--- src/rtl/serial_frame_rx.sv ---
// Receiver for the b13 serial transmitter: finds the one-cycle start pulse, samples
// eight MSB-first data bits and a stop bit, and parks good bytes in a one-entry holding register.
module serial_frame_rx #(
  parameter int DELAY_TIME = 104,
  parameter int BIT_PERIOD = DELAY_TIME + 2
) (
  input  logic       clock,
  input  logic       reset_n,
  input  logic       serial_in,
  input  logic       rd,
  output logic [7:0] data_out,
  output logic       data_valid,
  output logic       dsr,
  output logic       frame_error,
  output logic       overrun,
  output logic       busy,
  output logic [1:0] state_dbg
);

  localparam int CNT_W = (BIT_PERIOD > 1) ? $clog2(BIT_PERIOD) : 1;
  localparam logic [CNT_W-1:0] CNT_LAST = CNT_W'(BIT_PERIOD - 1);

  typedef enum logic [1:0] {
    IDLE = 2'd0,
    DATA = 2'd1,
    STOP = 2'd2
  } state_t;

  state_t           state, state_next;
  logic [CNT_W-1:0] cnt, cnt_next;
  logic [3:0]       idx, idx_next;
  logic [7:0]       shreg, shreg_next;
  logic             stop_done;
  logic             stop_ok;

  // Frame sequencing: the line is only looked at on the start edge and on the
  // sample points; lows anywhere else inside a frame are ignored.
  always_comb begin
    state_next = state;
    cnt_next   = cnt;
    idx_next   = idx;
    shreg_next = shreg;
    stop_done  = 1'b0;
    stop_ok    = 1'b0;
    case (state)
      IDLE: begin
        cnt_next = '0;
        idx_next = '0;
        if (!serial_in) state_next = DATA;
      end
      DATA: begin
        if (cnt == CNT_LAST) begin
          shreg_next = {shreg[6:0], serial_in};
          cnt_next   = '0;
          idx_next   = idx + 4'd1;
          if (idx == 4'd7) state_next = STOP;
        end else begin
          cnt_next = cnt + 1'b1;
        end
      end
      STOP: begin
        if (cnt == CNT_LAST) begin
          stop_done  = 1'b1;
          stop_ok    = serial_in;
          cnt_next   = '0;
          idx_next   = '0;
          state_next = IDLE;
        end else begin
          cnt_next = cnt + 1'b1;
        end
      end
      default: begin
        cnt_next   = '0;
        idx_next   = '0;
        state_next = IDLE;
      end
    endcase
  end

  always_ff @(posedge clock or negedge reset_n) begin
    if (!reset_n) begin
      state <= IDLE;
      cnt   <= '0;
      idx   <= '0;
      shreg <= '0;
    end else begin
      state <= state_next;
      cnt   <= cnt_next;
      idx   <= idx_next;
      shreg <= shreg_next;
    end
  end

  // Host handshake: data_valid=1 means data_out holds an unread byte; a one-cycle
  // rd pops it. dsr=~data_valid tells the transmitter the register is free.
  // A good frame arriving while full (and not popped that same cycle) is dropped
  // and flagged in overrun until the next pop.
  always_ff @(posedge clock or negedge reset_n) begin
    if (!reset_n) begin
      data_out    <= 8'h00;
      data_valid  <= 1'b0;
      frame_error <= 1'b0;
      overrun     <= 1'b0;
    end else if (stop_done && stop_ok) begin
      frame_error <= 1'b0;
      if (!data_valid || rd) begin
        data_out   <= shreg;
        data_valid <= 1'b1;
        if (rd) overrun <= 1'b0;
      end else begin
        overrun <= 1'b1;
      end
    end else begin
      if (stop_done) frame_error <= 1'b1;
      if (rd && data_valid) begin
        data_valid <= 1'b0;
        overrun    <= 1'b0;
      end
    end
  end

  assign dsr       = ~data_valid;
  assign busy      = (state != IDLE);
  assign state_dbg = state;

endmodule

--- config.mk ---
export PLATFORM = sky130hd
export DESIGN_NAME = serial_frame_rx
export DESIGN_NICKNAME = d
export VERILOG_FILES = /design/src/rtl/serial_frame_rx.sv
export SDC_FILE = /design/constraint.sdc
export NUM_CORES = 1
export LEC_CHECK = 0
export BUFFER_PORTS_ARGS = -buffer_cell sky130_fd_sc_hd__buf_2
export CAP_MARGIN = 20
export CORE_MARGIN = 2
export CORE_UTILIZATION = 45
export CTS_CLUSTER_DIAMETER = 30
export CTS_CLUSTER_SIZE = 16
export DETAILED_ROUTE_END_ITERATION = 12
export PLACE_DENSITY = 0.67
export SLEW_MARGIN = 20
export SYNTH_ARGS = -nofsm -noshare
export SYNTH_HDL_FRONTEND = slang
export SYNTH_SLANG_ARGS = --single-unit
--- constraint.sdc ---
create_clock -name clock -period 1.7 [get_ports clock]
set_clock_uncertainty 0.05 [all_clocks]
set_input_delay 0.34 -clock clock [delete_from_list [all_inputs] [get_ports clock]]
set_output_delay 0.34 -clock clock [all_outputs]
set_load 0.02 [all_outputs]
==> results of run 1 <==
-- metal layers --
layer	track usage, %	wire (µm)
met4	6.94	55
met3	4.50	124
met1	21.3	1340
met5	0	0
met2	28.9	1540
-- sequential cells by signal (all words and copies together) (netlist names) --
name / flops
state_dbg: 2
idx: 4
overrun: 1
frame_error: 1
data_out: 8
data_valid: 1
shreg: 8
cnt: 7
-- final timing paths --
path	slack (ps)	to	depth (start not counted)	from
min in group asynchronous	420	cnt[6]	2	reset_n
setup reg to reg	-1	data_out[6]	6	cnt[1]
hold / removal	260	overrun	3	rd
setup / recovery	-1	data_out[6]	6	cnt[1]
hold reg to reg	450	overrun	1	overrun
max in group asynchronous	770	data_out[4]	3	reset_n
-- critical path: stages, from the launching register on --
cell,delay [ps]
dfrtp_1,400
inv_2,60
ha_2,150
and4b_2,280
and3_4,210
nand3_4,140
mux2_2,310
-- synth_stat cells, types with 2 or more instances --
cell type	count
a31oi_1	2
buf_6	3
dfrtp_1	32
nor2_1	6
nor3b_1	2
and3_1	2
xnor2_1	2
nand4_1	2
nand3_1	10
xor2_1	2
nand2b_1	2
mux2_2	10
ha_1	7
o21ai_0	9
mux2_4	7
nand2_1	10
inv_1	6
-- per-stage QoR --
step / cells / power (mW) / setup TNS, ps / hold slack (ps) / worst slack [ps]
final: 214 / 1.90 / -1.55 / 261 / -1.42
after global placement: 200 / 1.25 / 0 / 232 / 12.9
after CTS: 210 / 1.86 / -241 / 258 / -23.7
after floorplan: 129 / 1.12 / -706 / -5.59 / -92.5
after detailed placement: 200 / 1.28 / -1230 / 248 / -116
after global routing: 214 / 2.00 / -1100 / 265 / -79.3
-- area by class of cell --
| type | count | area [µm²] |
|---|---|---|
| multi-input combinational | 88 | 743 |
| tap | 46 | 57.6 |
| clock buffer | 6 | 41.3 |
| sequential | 32 | 801 |
| clock inverter | 2 | 35.0 |
| fill | 302 | 1380 |
| timing repair buffer | 34 | 231 |
| inverter | 6 | 22.5 |
-- cells by family (layout without fill, tap and decap cells) --
kind of cell               Yosys count  in the layout  synth area share (%)
adders and majority gates            7              7                  5.64
DFF                                 32             32                  51.6
AOI/OAI and AO/OA                   18             18                  7.98
buffers and inverters               10             48                  3.95
xor gates and xnor gates             4              4                  2.26
muxes                               17             17                  14.0
and+or+nand+nor                     41             42                  14.5
-- report_power, final --
group	internal, mW	switching [mW]	total (mW)
Sequential	0.802	0.0323	0.835
Clock	0.308	0.255	0.563
Combinational	0.219	0.283	0.503
Total	1.33	0.571	1.90
-- repair_timing --
action,4_1_cts,5_1_grt
hold buffers,1,0
gates cloned,0,1
endpoints found under the hold margin,16,0
endpoints found under the setup margin,21,21
pin swaps,1,1
gates resized for setup,5,8
setup buffers,1,3
==> flow_summary.ini, run 1 <==
[status]
status = finished, violations left
violations = setup timing

[logic_synthesis]
synth-async-reset-ratio_pct = 100
synth_cell_types = 32
ys_warn_count = 0
netlist.area_leader.share_pct = 51.6
synth_top_area_cell = dfrtp_1
synth_edf_count = 0
synth_cells = 129
synthFlopType = dfrtp_1
syn_area_per_cell_um2 = 12.0
ys_ff_latch = 32
netlist_top_cells_area = dfrtp_1 52%, mux2_2 7.3%, mux2_4 6.8%
syn_area_mm2 = 0.00155
syn_nets = 140
synth-seq-area-share_pct = 51.6

[cts]
cts_tree = built
cts_max_level = 2
cts.sinks = 32
ctsLongestPathBuffers = 2
numCtsBuffers = 5
clk_pin_slew_ps = 100
clock_latency_ps = 320
cts_root_buf = clkbuf_4

[sta]
rsz0062_at_grt = yes
setup_viol = 2
timing.fmax_ghz = 0.588
final.setup.worst_slack_ps = -1.42
worst_slew_margin_rel_pct = 72.6
period_share_pct = 100
final_max_slew_viol_count = 0
hold_viol_final = 0
worst_slew_pin_slew_ps = 411
post-route-min-period_ps = 1700

[drt]
ant_nets = 0
routedWlPerCell_um = 14.3
avgViaCountPerCell = 5.23
drt_pass1_iterations = 4
vias = 1119
wl_um = 3070
post-route-drc-count = 0
first_iter_violations = 60

[finish]
fin_area_mm2 = 0.00193
mostFrequentLayoutCell = dfrtp_1
final_core_util_pct = 58.4
nNetsFinal = 178
drive_above_1_share_pct = 42.9
n_antenna_cell = 0
layout_common_cells = 32 x dfrtp_1, 17 x buf_2, 14 x buf_4, 10 x nand2_1
syn2layout_area_growth_pct = 24.5

[floorplan]
rows = 21
die_w_um = 62.7
die_area_mm2 = 0.00393
die_h_um = 62.7
pin_count = 19
start_util_pct = 46.9
coreArea_mm2 = 0.00331

[critical_path]
critPathLaunchType = flop
crit_fanout = 8
cp.arrival_ps = 1870
cp-end-kind = flop
path_class = flop to flop
crit_required_ps = 1870

[global_routing]
grt_start_max_net_pins = 18
grt_pass1_wl_um = 5290
grt_overflow_total = 0
grt_antenna_before_repair = 0
grt_pass1_vias = 1147
grtUsageTotal_pct = 17.3

[power]
p_leak_nw = 0.975
power_density_mw_per_mm2 = 984
peakVddDrop_v = 0.000513

[placed_design]
dp_hpwl_um = 2160
placed_area_mm2 = 0.00176
gp_congestion = 0.797
io_buffers = 18

[min_path]
hold_path_class = primary input to flop

[flow_run]
maxCapViolCount = 0
Power figures use the tool's default switching activity.
==> run 2, diff against run 1 <==
ABC_AREA = 1   (was default)
==> flow_summary.ini, run 2 <==
[global_routing]
grt_overflow_total = 0
grtUsageTotal_pct = 17.4
grt_start_max_net_pins = 33
grt_pass1_vias = 1159
grt_pass1_wl_um = 5200
grt_antenna_before_repair = 0

[critical_path]
critPathLaunchType = flop
ff2ff_setup_slack_ps = 180
cp.arrival_ps = 1240
reg2reg_to = shreg[6]
crit_start = state_dbg[0]
rr_worst_depth = 5
worstReg2RegStart = state_dbg[1]
crit_fanout = 4
path_class = flop to output pin
crit_required_ps = 1310
cp-end-kind = output pin

[cts]
cts_root_buf = clkbuf_4
cts.sinks = 32
clock_latency_ps = 330
ctsLongestPathBuffers = 2
clk_pin_slew_ps = 100
cts_max_level = 2
numCtsBuffers = 5
cts_tree = built

[power]
p_leak_nw = 0.972
seqPwrFrac_pct = 45.9
power_density_mw_per_mm2 = 1050
p_sw_mw = 0.675
peakVddDrop_v = 0.000705
p_clk_share_pct = 24.3
swShare_pct = 35.9
internal_power_mw = 1.20
pwr-share-comb_pct = 29.8
power_mw = 1.88

[logic_synthesis]
synth_edf_count = 0
synth_cell_types = 29
synth_cells = 172
synth_common_cells = 59 x nand2_1, 32 x dfrtp_1, 15 x inv_1
synth-seq-area-share_pct = 51.6
synth_top_area_cell = dfrtp_1
ys_ff_latch = 32
ys_warn_count = 0
synth-async-reset-ratio_pct = 100
netlist_top_cells_area = dfrtp_1 52%, nand2_1 14%, ha_1 5.6%
synthFlopType = dfrtp_1
yosysMostFrequentCell = nand2_1
syn_area_mm2 = 0.00155
syn_area_per_cell_um2 = 9.03
netlist.area_leader.share_pct = 51.6
syn_nets = 183

[placed_design]
dp_hpwl_um = 2090
gp_congestion = 0.838
io_buffers = 18

[finish]
reg.largest.list = data_out (8), shreg (8), cnt (7)
n_antenna_cell = 0
layout_common_cells = 59 x nand2_1, 32 x dfrtp_1, 17 x buf_2, 14 x inv_1, 14 x nand3_1
final_core_util_pct = 53.6
nNetsFinal = 211
syn2layout_area_growth_pct = 15.1
mostFrequentLayoutCell = nand2_1
drive_above_1_share_pct = 24.4
n_fill_cell = 315
multi_input_area_um2 = 668
regArea_um2 = 801

[status]
status = finished clean

[drt]
ant_nets = 0
drt_pass1_iterations = 7
vias = 1168
post-route-drc-count = 0
wl_um = 2910
routedWlPerCell_um = 11.8
avgViaCountPerCell = 4.73
first_iter_violations = 78

[floorplan]
rows = 21
start_util_pct = 46.5
pin_count = 19
coreArea_mm2 = 0.00334
die_w_um = 62.7
die_area_mm2 = 0.00394
die_h_um = 62.7

[min_path]
hold-path-endpoint = overrun
hold_path_depth = 4
hp-start = rd
hold_path_class = primary input to flop

[sta]
worst_slew_pin_slew_ps = 680
post-route-min-period_ps = 1630
final_max_slew_viol_count = 0
period_share_pct = 95.6
rsz0062_at_grt = no
timing.fmax_ghz = 0.615
hold_viol_final = 0
worst_slew_margin_rel_pct = 54.7
setup_viol = 0
fin_tns_setup_ps = 0

[flow_run]
maxCapViolCount = 0
-- run 2: routing by layer --
metal  track usage, %  wire, µm  up-vias  share of wire, %
li1                 -         -      605                 -
met1             22.0      1300      526                45
met2             26.7      1380       30                48
met3             5.95       149        7               5.1
met4             8.61        70        0               2.4
met5                0         0        -                 0
-- run 2: per-stage QoR --
step	cell area (µm²)	std cells	setup slack, ps	hold slack (ps)
global placement	1690	235	161	365
global route	1790	247	4.48	218
detailed placement	1690	235	105	375
finish	1790	247	74.4	206
floorplan	1550	172	132	-5.59
CTS	1760	244	20.9	188
-- run 2: kinds of logic after synthesis --
kind of cell	count (synthesis)	synth area share [%]
DFF	32	51.6
buffers and inverters	20	5.40
adders and majority gates	7	5.64
xor gates and xnor gates	3	1.69
AOI/OAI and AO/OA	9	5.16
and+or+nand+nor	101	30.5
-- run 2: cell type report --
| type | count | area share [%] |
|---|---|---|
| Clock buffer | 6 | 2.87 |
| Tap cell | 46 | 3.22 |
| Timing Repair Buffer | 23 | 7.42 |
| Clock inverter | 2 | 0.560 |
| Inverter | 18 | 3.78 |
| Multi-Input combinational cell | 120 | 37.4 |
| Sequential cell | 32 | 44.8 |
-- run 2: worst max-delay path by stage --
stage                     cells past startpoint  slack, ps           end
after floorplan                               7        130  state_dbg[0]
after detailed placement                      5        110   data_out[7]
after CTS                                     4         20          busy
final                                         4         70          busy
after global placement                        5        160   data_out[5]
after global routing                          4          4          busy
-- run 2: repair_timing --
action	in CTS	in global routing
endpoints found under the setup margin	0	11
hold buffers	1	0
endpoints found under the hold margin	12	0
resized for setup	0	2
buffers inserted	0	3
-- run 2: critical path, cell delays in order, from the launching register on --
cell and delay (ps):
dfrtp_1 430, inv_2 90, ha_1 180, inv_1 50
buf_4 150
-- run 2: power groups by stage --
stage	Combinational [mW]	Sequential (mW)	Clock, mW
5_1_grt	0.627	0.873	0.517
6_report	0.560	0.862	0.457
3_5_place_dp	0.516	0.879	0
4_1_cts	0.527	0.863	0.475
2_1_floorplan	0.369	0.897	0
3_3_place_gp	0.507	0.873	0
==> run 3, diff against run 2 <==
PLACE_DENSITY = default   (was 0.67)
clock period = 2 ns   (was 1.7 ns; I/O delays follow)
==> flow_summary.ini, run 3 (same netlist as run 2, synthesis figures left out) <==
[status]
status = finished clean

[power]
seqPwrFrac_pct = 44.4
peakVddDrop_v = 0.000704
p_clk_share_pct = 29.4
internal_power_mw = 1.09
p_leak_nw = 0.951
power_mw = 1.65
swShare_pct = 34.1
pwr-share-comb_pct = 26.2
power_density_mw_per_mm2 = 937
p_sw_mw = 0.564

[global_routing]
grt_pass1_vias = 1138
grt_overflow_total = 0
grtUsageTotal_pct = 16.4
grt_pass1_wl_um = 4930
grt_start_max_net_pins = 33
grt_antenna_before_repair = 0

[cts]
numCtsBuffers = 5
clk_pin_slew_ps = 100
cts_tree = built
cts_root_buf = clkbuf_4
post_cts_resized = 0
ctsLongestPathBuffers = 2
postCtsHoldBufs = 0
clock_latency_ps = 340
postCtsSetupBuffers = 0
cts.sinks = 32
cts_max_level = 2

[critical_path]
critPathLaunchType = flop
worstReg2RegStart = cnt[1]
cp.arrival_ps = 1270
crit_fanout = 4
crit_start = state_dbg[0]
path_class = flop to output pin
cp-end-kind = output pin
reg2reg_to = shreg[6]
ff2ff_setup_slack_ps = 400
crit_required_ps = 1550
rr_worst_depth = 9

[sta]
hold_viol_final = 0
fin_tns_setup_ps = 0
period_share_pct = 85.8
worst_slew_margin_rel_pct = 54.9
timing.fmax_ghz = 0.583
worst_slew_pin_slew_ps = 677
holdWs_ps = 32.9
final_max_slew_viol_count = 0
post-route-min-period_ps = 1720
setup_viol = 0
rsz0062_at_grt = no

[drt]
ant_nets = 0
post-route-drc-count = 0
routedWlPerCell_um = 10.9
avgViaCountPerCell = 4.76
drt_pass1_iterations = 4
wl_um = 2650
vias = 1153
first_iter_violations = 25

[finish]
n_antenna_cell = 0
syn2layout_area_growth_pct = 13.6
reg.largest.list = data_out (8), shreg (8), cnt (7)
layoutNonFillerInstCount = 242
mostFrequentLayoutCell = nand2_1
drive_above_1_share_pct = 22.4
nNetsFinal = 206
layout_common_cells = 59 x nand2_1, 32 x dfrtp_1, 18 x buf_2, 15 x inv_1, 14 x nand3_1

[placed_design]
dpl.cell_count = 234
gp_congestion = 0.741
io_buffers = 18
dp_hpwl_um = 2030

[floorplan]
rows = 21
start_util_pct = 46.5
coreArea_mm2 = 0.00334
die_w_um = 62.7
die_h_um = 62.7
die_area_mm2 = 0.00394
pin_count = 19

[min_path]
hold_path_class = primary input to async pin

[flow_run]
maxCapViolCount = 0
[run 3: cell types whose count changed in the layout (fill, tap and decap cells not counted), sizes merged]
cell         before  now
clkinvlp          0    1
bufinv            0    1
clkbuf            6    5
clkinv            2    1
buf              22   18
dlygate4sd3       1    0
[run 3: critical path, stage by stage (launching register included)]
cell and delay [ps]:
dfrtp_1 410, inv_1 90, ha_1 210, inv_1 60
buf_2 150
[run 3: layer usage]
metal	global-route usage, %	share of wire (%)	up-vias
met2	25.3	47	26
met1	20.4	45	528
met4	10.8	3.0	0
met5	0	0	-
li1	-	-	591
met3	3.96	5.1	8
[run 3: layout make-up]
type | instances | area [µm²]
fill | 338 | 1570
sequential | 32 | 801
multi-input combinational | 120 | 668
clock buffer | 5 | 37.5
inverter | 18 | 67.6
tap | 46 | 57.6
timing repair buffer | 18 | 90.1
clock inverter | 3 | 42.5
[run 3: power groups by stage]
stage	sequential [mW]	clock, mW	combinational [mW]
after floorplan	0.763	0	0.314
after global placement	0.744	0	0.430
after detailed placement	0.748	0	0.437
after CTS	0.734	0.503	0.443
after global routing	0.742	0.535	0.497
final	0.734	0.486	0.432
[run 3: through the flow]
stage,utilization [%],area (µm²),setup WS [ps]
floorplan,-,1550,432
global placement,50.5,1680,421
detailed placement,50.5,1680,371
CTS,52.9,1760,262
global route,52.9,1760,180
finish,52.9,1760,284
[run 3: worst max-delay path by stage]
stage | endpoint | slack [ps] | cells after the start
global placement | data_out[7] | 420 | 5
finish | busy | 280 | 4
floorplan | state_dbg[0] | 430 | 7
global route | busy | 180 | 4
CTS | busy | 260 | 4
detailed placement | data_out[7] | 370 | 5
